===== src/rtl/wbu_sb.sv =====
// rtl/wbu_sb.sv - write-back unit with load extension and RAW scoreboard
module wbu_sb (
    input  logic        clk,
    input  logic        rst,
    input  logic        in_valid,
    output logic        in_ready,
    input  logic [4:0]  in_rd,
    input  logic        in_wen,
    input  logic        in_is_load,
    input  logic [2:0]  in_ld_type,
    input  logic [31:0] in_alu_res,
    input  logic        lsu_rvalid,
    input  logic [31:0] lsu_rdata,
    input  logic        iss_fire,
    input  logic [4:0]  iss_rs1,
    input  logic [4:0]  iss_rs2,
    input  logic [4:0]  iss_rd,
    input  logic        iss_wen,
    output logic        hazard,
    output logic [4:0]  rd,
    output logic [31:0] rd_value,
    output logic        wen
);

    typedef enum logic [1:0] {IDLE, WAIT_LD, WB} state_t;

    state_t      state_q, state_d;
    logic [4:0]  lat_rd_q, lat_rd_d;
    logic        lat_wen_q, lat_wen_d;
    logic [2:0]  lat_ld_type_q, lat_ld_type_d;
    logic [1:0]  lat_addr_lo_q, lat_addr_lo_d;
    logic [4:0]  rd_q, rd_d;
    logic [31:0] rd_value_q, rd_value_d;
    logic        wen_q, wen_d;
    logic [31:0] busy_q, busy_d;
    logic        hs;
    logic [31:0] set_mask;
    logic [31:0] clr_mask;

    function automatic logic [31:0] load_ext(input logic [2:0] t, input logic [1:0] lo,
                                             input logic [31:0] w);
        logic [31:0] sh;
        logic [7:0]  b;
        logic [15:0] h;
        sh = w >> {lo, 3'b000};
        b  = sh[7:0];
        h  = lo[1] ? w[31:16] : w[15:0];
        case (t)
            3'b000:  load_ext = {{24{b[7]}}, b};
            3'b001:  load_ext = {{16{h[15]}}, h};
            3'b100:  load_ext = {24'h0, b};
            3'b101:  load_ext = {16'h0, h};
            default: load_ext = w;
        endcase
    endfunction

    assign in_ready = (state_q != WAIT_LD);
    assign hs       = in_valid & in_ready;

    always_comb begin
        state_d       = state_q;
        lat_rd_d      = lat_rd_q;
        lat_wen_d     = lat_wen_q;
        lat_ld_type_d = lat_ld_type_q;
        lat_addr_lo_d = lat_addr_lo_q;
        rd_d          = rd_q;
        rd_value_d    = rd_value_q;
        wen_d         = 1'b0;
        case (state_q)
            WAIT_LD: begin
                if (lsu_rvalid) begin
                    state_d    = WB;
                    rd_d       = lat_rd_q;
                    rd_value_d = load_ext(lat_ld_type_q, lat_addr_lo_q, lsu_rdata);
                    wen_d      = lat_wen_q & (lat_rd_q != 5'd0);
                end
            end
            default: begin
                state_d = IDLE;
                if (hs) begin
                    lat_rd_d      = in_rd;
                    lat_wen_d     = in_wen;
                    lat_ld_type_d = in_ld_type;
                    lat_addr_lo_d = in_alu_res[1:0];
                    if (in_is_load) begin
                        state_d = WAIT_LD;
                    end else begin
                        // ALU results go straight to the output registers so the write lands next cycle
                        state_d    = WB;
                        rd_d       = in_rd;
                        rd_value_d = in_alu_res;
                        wen_d      = in_wen & (in_rd != 5'd0);
                    end
                end
            end
        endcase
    end

    always_comb begin
        set_mask = 32'h0;
        clr_mask = 32'h0;
        if (iss_fire && iss_wen && (iss_rd != 5'd0)) set_mask = 32'd1 << iss_rd;
        if (wen_q) clr_mask = 32'd1 << rd_q;
        // set is applied after clear so a re-issue of the retiring register stays busy
        busy_d = ((busy_q & ~clr_mask) | set_mask) & ~32'h1;
    end

    assign hazard   = busy_q[iss_rs1] | busy_q[iss_rs2] | (busy_q[iss_rd] & iss_wen);
    assign rd       = rd_q;
    assign rd_value = rd_value_q;
    assign wen      = wen_q;

    always_ff @(posedge clk or negedge rst) begin
        if (!rst) begin
            state_q       <= IDLE;
            lat_rd_q      <= 5'd0;
            lat_wen_q     <= 1'b0;
            lat_ld_type_q <= 3'd0;
            lat_addr_lo_q <= 2'd0;
            rd_q          <= 5'd0;
            rd_value_q    <= 32'h0;
            wen_q         <= 1'b0;
            busy_q        <= 32'h0;
        end else begin
            state_q       <= state_d;
            lat_rd_q      <= lat_rd_d;
            lat_wen_q     <= lat_wen_d;
            lat_ld_type_q <= lat_ld_type_d;
            lat_addr_lo_q <= lat_addr_lo_d;
            rd_q          <= rd_d;
            rd_value_q    <= rd_value_d;
            wen_q         <= wen_d;
            busy_q        <= busy_d;
        end
    end

endmodule

===== config.mk =====
export PLATFORM = sky130hd
export DESIGN_NAME = wbu_sb
export DESIGN_NICKNAME = d
export VERILOG_FILES = /design/src/rtl/wbu_sb.sv
export SDC_FILE = /design/constraint.sdc
export NUM_CORES = 1
export LEC_CHECK = 0
export BUFFER_PORTS_ARGS = -buffer_cell sky130_fd_sc_hd__buf_2
export CAP_MARGIN = 20
export CORE_MARGIN = 4
export CORE_UTILIZATION = 37
export CTS_CLUSTER_DIAMETER = 150
export DETAILED_ROUTE_END_ITERATION = 6
export HOLD_SLACK_MARGIN = 0.12
export MAX_ROUTING_LAYER = met4
export SYNTH_ARGS = -nofsm -noshare
export SYNTH_HDL_FRONTEND = slang
export SYNTH_SLANG_ARGS = --single-unit

===== constraint.sdc =====
create_clock -name clk -period 2.4 [get_ports clk]
set_input_delay 0.24 -clock clk [delete_from_list [all_inputs] [get_ports clk]]
set_output_delay 0.24 -clock clk [all_outputs]
set_load 0.05 [all_outputs]

==> results.md <==
* Status: finished, violations left
* Failing checks: setup timing
* CTS tree: done
* Worst path top cell family by delay: compound AO/OA/AOI/OAI gates
* NetSw at 2.45 mW
* Tmin final at about 2.5 ns
* Syn_nets at 619
* Drt pass-1 iters at 5
* Part of the power in the clock network at approximately a quarter
* Cells after synthesis at 524
* Grt met1 use at roughly 30%
* Slew Limit Fails at 0
* Worst hold path stage count at 2
* Origin of the critical flop-to-flop path: lat_ld_type_q[0]
* Std-Cell Rows at 42
* First-pass GRT wire length at 24.6 mm
* Sequential group share of total power at 37.3%
* Fin nets at 735
* Routability congestion estimate at 1.01
* FF-to-FF path depth at 5
* Max-Cap Viols at 0
* Proportion of power drawn by combinational gates at 39.4%
* Initial antenna violation count at 0
* Post-synthesis cell area at 4980 um^2
* Crit path DAT at 2.25 ns
* HPWL after DPL at 11.7 mm
* Final hold vios at 0
* Hold endpoint: lat_ld_type_q[0]
* Final Power at 5.92 mW
* Core Box Area at between 10000 and 15000 um^2
* Power per cell area at 965 nW/um^2
* Die H at 124 um
* Layout area overhead at 23.0%
* Routed Antenna Nets at 0
* 1st-iter DRT viols at about 360
* Setup violators final at 1
* Asr flop ratio synth at 100%
* RR Endpoint: rd_value[3]
* Share of the synthesized area in the top cell type at 41.2%
* Design Area, Final at 6130 um^2
* Share of cells above drive strength 1 at 30.2%
* Port bufs at between 100 and 150
* Met3 Resource Use GR at 4.04%
* Top_reg_cell synth: dfrtp_1
* Max H-tree Level at 3
* Seq cells post-synth at 82
* Multi-input gate area at 2750 um^2
* Slowest CP cell: mux4_2
* Syn Area/Cell at 9.51 um^2
* Slew headroom at 56.1%
* Hold path start: in_ld_type[0]
* Vias in the first global route at 4663
* Dominant cell type by area after synthesis: dfrtp_1
* ANT cells at 0
* Commonest non-fill, non-tap cell in the layout: buf_2
* Post-synth EDFFs at 0
* Gr ovfl total at 0
* Root Driver: clkbuf_16
* VDD IR max at around 0.52 mV
* Synth area leaders: dfrtp_1 (41%), o21ai_0 (6.5%), mux4_2 (5.0%)
* RSZ-0062 raised after global routing: yes
* Die Width at around 120 um
* Ys Warns at 0
* Setup ws final at -0.0851 ns
* Netlist cell types at 52
* R2R setup slack at between 0.4 and 0.5 ns
* Clock slew at reported path FFs at 0.06 ns
* Num CTS Buffers at 9
* Tcrit/Tclk final at 104%
* Vias/cell at 5.76
* Placed cell areas at 5790 um^2
* Clk_skew at 0.00667 ns
* Filler Cell Count at roughly 1300
* Final wirelength at 15.4 mm
* Initial Util at 37.8%
* Seq/Total Area, Yosys at 41.2%
* Full die area at 15400 um^2
* Clk Latency, worst-skew pair at 0.34 ns
* Int Pwr at 3.46 mW
* # clock sinks at 82
* Most frequent cells in the layout: buf_2 (132), dfrtp_1 (82), o21ai_0 (65)
* Leak at about 2.7 nW
* Clock tree buffer depth at 2
* CP peak stage delay at 0.46 ns
* Worst Tran Pin Value at 0.658 ns
* Worst Setup End Kind: output port
* Crit Path Max Fanout at 4
* Routed length per instance at about 19 um
* # DRC at 0
* GRT Max-Usage Layer: met2
* CP Launch Type: register
* Sw Share at 41.5%
* Total track usage at 20.9%
* Critical Setup Path Class: reg2out
* Hold WC Path Type: in2reg
* Total vias in the final route at approximately 4700
* Worst Path Buf+Inv at 1
* Largest net degree at the start of global routing at 57
* M2 GR Usage at between 30% and 40%
* Sequential Area at 2050 um^2
* F_max at 402 MHz
* IO Pins at 135
* Required time of the critical path at 2.16 ns
* Critical path, cell by cell: mux4_2, a32o_1, a221o_1, a21oi_2, nand4b_1, buf_6
==> per-layer routing <==
metal | vias to the layer above | share of wire (%)
li1 | 2211 | -
met1 | 2288 | 45
met2 | 207 | 46
met3 | 26 | 7.1
met4 | 0 | 1.8
met5 | - | 0
==> registers in the layout, summed over array words and instances, names as in the netlist <==
signal / flops
rd_value: 32
wen: 1
lat_ld_type_q: 3
busy_q: 31
lat_addr_lo_q: 2
lat_wen_q: 1
state_q: 2
lat_rd_q: 5
rd: 5
==> synth_stat cells (all sizes together), types with 2 or more instances <==
| library cell | count |
|---|---|
| a211oi | 8 |
| a21o | 23 |
| a21oi | 12 |
| a221o | 2 |
| a221oi | 9 |
| a22o | 8 |
| a22oi | 2 |
| a2bb2oi | 7 |
| a311oi | 16 |
| a31oi | 12 |
| a32o | 2 |
| and2 | 2 |
| and3 | 2 |
| buf | 11 |
| clkbuf | 31 |
| dfrtp | 82 |
| inv | 5 |
| mux2 | 13 |
| mux2i | 18 |
| mux4 | 16 |
| nand2 | 64 |
| nand2b | 8 |
| nand3 | 5 |
| nand3b | 4 |
| nand4b | 3 |
| nor2 | 44 |
| nor2b | 11 |
| nor3 | 2 |
| o211ai | 2 |
| o21ai | 66 |
| o221ai | 7 |
| o41ai | 5 |
| or2 | 6 |
| or3 | 4 |
| or4 | 2 |
==> repair_timing <==
item / CTS / global route
hold endpoints to repair: 51 / 0
buffers inserted: 2 / 0
pin swaps: 2 / 1
setup endpoints to repair: 1 / 1
gates resized for setup: 3 / 2
hold buffers: 2 / 0
gates cloned: 0 / 0
==> power by group through the flow <==
stage | clock network, mW | logic [mW] | registers (mW)
CTS | 1.41 | 2.33 | 2.19
global placement | 0 | 2.24 | 2.21
finish | 1.38 | 2.33 | 2.20
detailed placement | 0 | 2.29 | 2.22
floorplan | 0 | 1.09 | 2.69
global route | 1.47 | 2.53 | 2.27
==> worst max-delay path by stage <==
stage / from / endpoint / slack (ns) / depth (start not counted)
2_1_floorplan: iss_rs2[1] / hazard / 0.08 / 6
3_3_place_gp: iss_rs1[0] / hazard / 0.12 / 7
3_5_place_dp: iss_rs1[0] / hazard / 0.03 / 7
4_1_cts: busy_q[28] / hazard / -0.09 / 6
5_1_grt: busy_q[28] / hazard / -0.16 / 6
6_report: busy_q[28] / hazard / -0.09 / 6
==> area by class of cell <==
type	count	share of cell area (%)
Multi-Input combinational cell	395	44.8
Sequential cell	82	33.5
Timing Repair Buffer	147	13.0
Clock buffer	12	4.02
Tap cell	176	3.59
Clock inverter	4	0.837
Inverter	5	0.306
==> cells by family (layout without fill, tap and decap cells) <==
| family | after synthesis | count (layout) | share of synthesized area (%) |
|---|---|---|---|
| buf+inv | 47 | 168 | 3.89 |
| mux | 47 | 47 | 14.2 |
| flops | 82 | 82 | 41.2 |
| simple gates | 162 | 162 | 15.3 |
| compound gates | 186 | 186 | 25.5 |
==> through the flow <==
stage          util (%)  hold WS [ns]  cells  TNS (ns)  worst slack, ns
2_1_floorplan         -       -0.0556    524         0           0.0753
3_3_place_gp       43.9         0.299    801         0            0.122
3_5_place_dp       43.9         0.312    801         0           0.0316
4_1_cts            46.4         0.123    821   -0.0890          -0.0890
5_1_grt            46.5         0.129    821    -0.163           -0.163
6_report           46.5         0.134    821   -0.0851          -0.0851
Power figures use the tool's default switching activity.
